--- config.mk ---
export PLATFORM = sky130hd
export DESIGN_NAME = pcm_sample_fifo
export DESIGN_NICKNAME = d
export VERILOG_FILES = /design/src/rtl/pcm_sample_fifo.sv
export SDC_FILE = /design/constraint.sdc
export NUM_CORES = 1
export LEC_CHECK = 0
export BUFFER_PORTS_ARGS = -buffer_cell sky130_fd_sc_hd__buf_2
export CAP_MARGIN = 30
export CORE_ASPECT_RATIO = 2
export CORE_UTILIZATION = 39
export CTS_BUF_LIST = sky130_fd_sc_hd__clkbuf_4 sky130_fd_sc_hd__clkbuf_8
export DETAILED_ROUTE_END_ITERATION = 6
export GPL_TIMING_DRIVEN = 0
export PLACE_DENSITY = 0.52
export REMOVE_ABC_BUFFERS = 1
export SLEW_MARGIN = 20
export SYNTH_ARGS = -nofsm -noshare
export SYNTH_HDL_FRONTEND = slang
export SYNTH_SLANG_ARGS = --single-unit
--- constraint.sdc ---
create_clock -name clk -period 3.65 [get_ports clk]
set_clock_uncertainty 0.15 [all_clocks]
set_input_delay 0.73 -clock clk [delete_from_list [all_inputs] [get_ports clk]]
set_output_delay 0.73 -clock clk [all_outputs]
set_load 0.05 [all_outputs]
--- src/rtl/pcm_sample_fifo.sv ---
// pcm_sample_fifo: synchronous FIFO buffering PCM samples from a microphone
// capture stage to a consumer. Registered read port with one-cycle latency,
// registered occupancy/status flags and sticky overflow/underflow flags.
module pcm_sample_fifo #(
  parameter int DATA_W = 6,
  parameter int DEPTH  = 16,
  parameter int CNT_W  = 5
) (
  input  logic              clk,
  input  logic              reset,
  input  logic              wr_en,
  input  logic [DATA_W-1:0] wr_data,
  input  logic              rd_en,
  output logic [DATA_W-1:0] rd_data,
  output logic              rd_valid,
  output logic              full,
  output logic              empty,
  output logic [CNT_W-1:0]  count,
  output logic              overflow,
  output logic              underflow
);

  localparam int PTR_W = $clog2(DEPTH);
  localparam logic [CNT_W-1:0] CNT_DEPTH = CNT_W'(DEPTH);
  localparam logic [CNT_W-1:0] CNT_ZERO  = {CNT_W{1'b0}};
  localparam logic [CNT_W-1:0] CNT_ONE   = {{(CNT_W-1){1'b0}}, 1'b1};
  localparam logic [PTR_W-1:0] PTR_ONE   = {{(PTR_W-1){1'b0}}, 1'b1};

  logic [DATA_W-1:0] mem_r [DEPTH];
  logic [PTR_W-1:0]  wr_ptr_r;
  logic [PTR_W-1:0]  rd_ptr_r;
  logic [CNT_W-1:0]  count_r;
  logic              full_r;
  logic              empty_r;
  logic [DATA_W-1:0] rd_data_r;
  logic              rd_valid_r;
  logic              overflow_r;
  logic              underflow_r;

  logic              rd_accept_s;
  logic              wr_accept_s;
  logic              wr_drop_s;
  logic              rd_miss_s;
  logic [CNT_W-1:0]  count_next_s;

  // Accept decisions and next occupancy; a read only frees a slot when data exists, so no bypass on empty
  always_comb begin
    rd_accept_s  = 1'b0;
    wr_accept_s  = 1'b0;
    wr_drop_s    = 1'b0;
    rd_miss_s    = 1'b0;
    count_next_s = count_r;
    if (rd_en == 1'b1) begin
      rd_accept_s = ~empty_r;
      rd_miss_s   = empty_r;
    end else begin
      rd_accept_s = 1'b0;
      rd_miss_s   = 1'b0;
    end
    if (wr_en == 1'b1) begin
      wr_accept_s = (~full_r) | rd_accept_s;
      wr_drop_s   = full_r & ~rd_accept_s;
    end else begin
      wr_accept_s = 1'b0;
      wr_drop_s   = 1'b0;
    end
    case ({wr_accept_s, rd_accept_s})
      2'b10:   count_next_s = count_r + CNT_ONE;
      2'b01:   count_next_s = count_r - CNT_ONE;
      default: count_next_s = count_r;
    endcase
  end

  // Sample storage; contents are not cleared by reset, pointers make stale data unreachable
  always_ff @(posedge clk) begin
    if (!reset && wr_accept_s) begin
      mem_r[wr_ptr_r] <= wr_data;
    end
  end

  // Pointers, occupancy and registered full/empty derived from the next occupancy
  always_ff @(posedge clk) begin
    if (reset) begin
      wr_ptr_r <= {PTR_W{1'b0}};
      rd_ptr_r <= {PTR_W{1'b0}};
      count_r  <= CNT_ZERO;
      full_r   <= 1'b0;
      empty_r  <= 1'b1;
    end else begin
      if (wr_accept_s) begin
        wr_ptr_r <= wr_ptr_r + PTR_ONE;
      end
      if (rd_accept_s) begin
        rd_ptr_r <= rd_ptr_r + PTR_ONE;
      end
      count_r <= count_next_s;
      full_r  <= (count_next_s == CNT_DEPTH);
      empty_r <= (count_next_s == CNT_ZERO);
    end
  end

  // Registered read port: data holds its value unless a read is accepted
  always_ff @(posedge clk) begin
    if (reset) begin
      rd_data_r  <= {DATA_W{1'b0}};
      rd_valid_r <= 1'b0;
    end else begin
      rd_valid_r <= rd_accept_s;
      if (rd_accept_s) begin
        rd_data_r <= mem_r[rd_ptr_r];
      end
    end
  end

  // Sticky error flags, cleared only by reset
  always_ff @(posedge clk) begin
    if (reset) begin
      overflow_r  <= 1'b0;
      underflow_r <= 1'b0;
    end else begin
      if (wr_drop_s) begin
        overflow_r <= 1'b1;
      end
      if (rd_miss_s) begin
        underflow_r <= 1'b1;
      end
    end
  end

  assign rd_data   = rd_data_r;
  assign rd_valid  = rd_valid_r;
  assign full      = full_r;
  assign empty     = empty_r;
  assign count     = count_r;
  assign overflow  = overflow_r;
  assign underflow = underflow_r;

endmodule

# After elaboration in Yosys (flattened, before gate mapping)
# Memory sizes are Yosys's and may differ from the RTL's. A register that Yosys moved wholly into a read port is not among the register bits.
# Cells that the tools add are included.
# Widths: inputs -> output; s select.
[word_totals]
register_bits = 18
mem_bits_rw = 96
inputBits = 10
elab_cells = 31
mem_count = 1
[op_classes]
addsub = 4
n_eq_ne = 3
muxes = 7
n_bitwise = 5
reduce_logical = 3
[memory_table]
columns = ["memory", "depth", "word_bits", "rd", "rd_clocked_by_memory_dff", "write_ports", "line_no", "source"]
rows = [
  ["mem_r", 16, 6, 1, 1, 1, "29", "logic [DATA_W-1:0] mem_r [DEPTH];"],
]
[ops]
columns = ["cell", "count"]
rows = [
  ["$pmux 5 s2", 1],
  ["$add 4x1->4 const B", 2],
  ["$mux 1", 6],
  ["$add 5x1->5 const B", 1],
  ["$eq 5x5->1 const B", 1],
  ["$logic_not 5->1", 1],
  ["$sub 5x1->5 const B", 1],
  ["$not 1->1", 3],
  ["$eq 2x1->1 const B", 1],
  ["$eq 2x2->1 const B", 1],
  ["$and 1x1->1", 1],
  ["$logic_and 1x1->1", 1],
  ["$logic_not 1->1", 1],
  ["$or 1x1->1", 1],
]

# Longest topological paths before layout
[depth]
depth_word = 7
mapped_depth = 12
mapped_depth_nobuf = 11

# Worst setup path after synthesis
# Ideal clock, no wire load.
[synth_timing]
kind = "input-to-reg"
startpoint = "in rd_en"
endpoint = "reg full_r (netlist: full)"
setup_time_ns = 0.091
t_arrival_ns = 2.787
path_slack_ns = 0.621
cell_stages = 12
path_buffers = 1
cell_sequence = "nand2b_1 buf_2 a21boi_2 inv_1 ha_1 xor2_1 ha_1 a21oi_1 mux2i_1 xnor2_1 and2_1 nor4bb_1"
[synth_via]
elab_chain_cells = 6
[synth_rtl]
columns = ["item", "line_no", "source"]
rows = [
  ["start, declared", "13", "input logic rd_en,"],
  ["$mux 1 *", "53", "if (rd_en == 1'b1) begin"],
  ["$or 1x1->1", "61", "wr_accept_s = (~full_r) | rd_accept_s;"],
  ["$mux 1", "60", "if (wr_en == 1'b1) begin"],
  ["$eq 2x1->1 or $eq 2x2->1 (tied branches)", "67", "case ({wr_accept_s, rd_accept_s})"],
  ["$pmux 5 s2 *", "67", ""],
  ["$eq 5x5->1 *", "97", "full_r <= (count_next_s == CNT_DEPTH);"],
  ["end signal, assigned", "97", ""],
  ["end, declared", "33", "logic full_r;"],
]
# Mark *: on every way between the ends. The rest lies on a longest branch, timed or not.
# A chain may end at the register's enable or synchronous reset.

# Final worst setup path
[layout_timing]
startpoint = "reg empty_r (netlist: empty)"
endpoint = "reg full_r (netlist: full)"
[layout_via]
elab_chain_cells = 7
[layout_rtl]
columns = ["item", "line_no", "source"]
rows = [
  ["start, declared", "34", "logic empty_r;"],
  ["start signal, assigned", "98", "empty_r <= (count_next_s == CNT_ZERO);"],
  ["$not 1->1 *", "54", "rd_accept_s = ~empty_r;"],
  ["$mux 1 *", "53", ""],
  ["$or 1x1->1", "61", ""],
  ["$mux 1", "60", ""],
  ["$eq 2x1->1 or $eq 2x2->1 (tied branches)", "67", ""],
  ["$pmux 5 s2 *", "67", ""],
  ["$eq 5x5->1 *", "97", ""],
]
# Marked as above.

==> flow_summary.yaml <==
global_routing:
  grt_usage: 0.175
  antenna_found_initial: 0
  grt_start_max_net_pins: 28
  grt_pass1_vias: 2678
  grt_pass1_wl_um: 15500
  grt_overflow: 0
floorplan:
  dieArea_sq_mm: 0.0130
  coreArea_sq_mm: 0.0121
  die_h_um: 160
  io_pins: 26
  rows: 57
  die_w_um: 81.0
  initial_core_util: 0.401
critical_path:
  worstSetupStartpointType: "flip-flop"
  cp.required_ns: 3.82
  worstRegToRegCells: 11
  crit_type: "reg -> reg"
  crit_path_start: "empty"
  ff2ff_setup_slack_ns: 0.48
  crit_fanout: 17
  r2r_end: "full"
  cpPeakStageDelay_ns: 0.35
  path_cells: "nand2b_2 -> a21boi_2 -> inv_1 -> ha_1 -> xor2_1 -> ha_1 -> a21oi_1 -> mux2i_1 -> xnor2_1 -> and2_1 -> nor4bb_1"
  crit_slowest_cell: "a21boi_2"
  cp.arrival_ns: 3.33
  cp_common_cell: "ha_1"
  worstSetupEndpointType: "flip-flop"
  cp-endpoint: "full"
  rr_startpoint: "empty"
clock_tree:
  path_clk_slew_ns: 0.07
  numCtsBuffers: 17
  post_cts_buffers: 0
  cts_sinks: 120
  h-tree-depth: 4
  clock_latency_ns: 0.41
  cts_hold_buf: 0
  cts_tree: "built"
  ctsLongestPathBuffers: 2
  cts_root_buffer: "clkbuf_8"
  cts.repair.resized: 0
sta:
  drv_slew: 0
  period_needed_ns: 3.17
  worst_pin_slew_ns: 0.972
  rsz0062_at_grt: "false"
  hold_violations: 0
  hold_slack_ns: 0.312
  maxSlewHeadroom: 0.347
  fin_crit_sh: 0.868
  finalSetupViolations: 0
  fin_ws_ns: 0.484
  fmax_mhz: 316
synthesis:
  seq_area_frac_synth: 0.691
  synth_top_area_cell: "edfxtp_1"
  syn_inst: 296
  yosys-top-cells-area: "edfxtp_1, dfxtp_1, mux4_1"
  ys_types: 35
  synth_top_area_frac: 0.592
  ys_ff_latch: 120
  syn-cell-area_sq_mm: 0.00487
  ys.warnings.count: 0
  syn_avg_cell_area_sq_um: 16.4
detailed_routing:
  ant_nets: 0
  first_iter_violations: 134
  first_pass_iters: 4
  viasPerCell: 5.30
  vias: 2594
  routed_wirelength_um: 10200
  drc: 0
  avgRoutedWirePerCell_um: 20.8
placed_design:
  portBuffers: 25
  hpwlAfterDp_um: 6840
  globalplace.congestion: 0.735
  place_ws_ns: -0.155
  placedCellCount: 456
power:
  irDropWorstVdd_v: 0.000337
  p_leak_nw: 1.88
  powerDensity_mw_per_mm2: 576
layout:
  antenna_cells: 0
  syn_to_final_growth_pct: 13.1
  post-route-util: 0.454
  instances_no_fill: 489
  nets: 347
  nFillCells: 1117
  drive_above_1_share: 0.219
run:
  maxCapViolCount: 0
run_status:
  outcome: "finished clean"
min_path:
  hp-class: "reg -> reg"
registers in the layout (all words and copies together), names as in the netlist:
name / count
full: 1
empty: 1
wr_ptr_r: 4
rd_ptr_r: 4
mem_r: 96
underflow: 1
rd_data: 6
rd_valid: 1
overflow: 1
count: 5
through the flow:
| step | TNS, ns | power [mW] | cell area, sq um |
|---|---|---|---|
| CTS | 0 | 3.21 | 5490 |
| finish | 0 | 3.17 | 5500 |
| detailed placement | -0.192 | 2.05 | 5100 |
| global placement | -0.0594 | 2.03 | 5080 |
| global route | 0 | 3.29 | 5500 |
| floorplan | 0 | 1.90 | 4770 |
cells in the mapped netlist (all sizes together):
library cell,instances
nand3,1
o21a,1
a21oi,17
o211ai,1
nor2,36
inv,5
nor4bb,1
dfxtp,24
o31ai,1
and2,2
a31oi,3
xor2,6
or3,1
clkbuf,5
nor2b,6
mux4,24
a21o,2
a31o,1
nand4,2
ha,8
a22oi,12
mux2i,2
xnor2,4
a21boi,1
nand2,13
edfxtp,96
nand2b,4
nor3,5
o21ai,3
buf,9
where the power goes:
group	leakage (nW)	internal (mW)	switching, mW
sequential	1.06	1.52	0.0505
combinational	0.623	0.170	0.270
clock	0.196	0.638	0.523
total	1.88	2.32	0.844
layout make-up:
| class | instances | area (sq um) | area share |
|---|---|---|---|
| timing repair buffer | 28 | 155 | 0.0282 |
| clock inverter | 11 | 124 | 0.0225 |
| multi-input combinational | 157 | 1390 | 0.253 |
| inverter | 5 | 18.8 | 0.00341 |
| tap | 147 | 184 | 0.0334 |
| sequential | 120 | 3370 | 0.612 |
| clock buffer | 21 | 264 | 0.0480 |
kinds of logic after synthesis:
| family | count (synthesis) | synth area share |
|---|---|---|
| simple gates | 71 | 0.0653 |
| fa+ha+maj | 8 | 0.0206 |
| mux | 26 | 0.126 |
| compound gates | 42 | 0.0548 |
| xor+xnor | 10 | 0.0180 |
| buf+inv | 19 | 0.0242 |
| flops | 120 | 0.691 |
layout by cell type, fill, tap and decap left out, drive strengths merged, types with 2 or more instances in the layout:
cell       n
o21ai      3
nand2b     4
nand4      2
a22oi     12
edfxtp    96
mux4      24
a21oi     17
clkinv     5
dfxtp     24
mux2i      2
clkinvlp   2
xor2       6
nor2      36
nor3       5
ha         8
nor2b      6
a21o       2
xnor2      4
nand2     13
clkbuf    21
bufinv     2
buf       28
a31oi      3
inv        7
and2       2
metal layers:
| layer | vias to the layer above | global-route usage | wire length [um] |
|---|---|---|---|
| li1 | 1215 | - | - |
| met1 | 1317 | 0.179 | 3770 |
| met3 | 8 | 0.0400 | 267 |
| met5 | - | 0 | 0 |
| met2 | 54 | 0.322 | 5890 |
| met4 | 0 | 0.0836 | 255 |
worst min-delay path by stage:
stage                           start  depth (start not counted)           to  slack (ns)
after floorplan           wr_ptr_r[1]                          2  wr_ptr_r[1]        0.33
after global placement       overflow                          2     overflow        0.29
after detailed placement    underflow                          2    underflow        0.31
after CTS                   underflow                          2    underflow        0.32
after global routing         overflow                          2     overflow        0.35
final                       underflow                          2    underflow        0.31
worst max-delay path: cells and delay by family (launching register included):
family	cells	cell delay [ns]
and+or+nand+nor	3	0.81
adders and majority gates	2	0.54
AOI/OAI and AO/OA	2	0.52
xor gates and xnor gates	2	0.35
DFF	1	0.32
muxes	1	0.24
buffers and inverters	1	0.14
(Power assumes the default switching activity.)
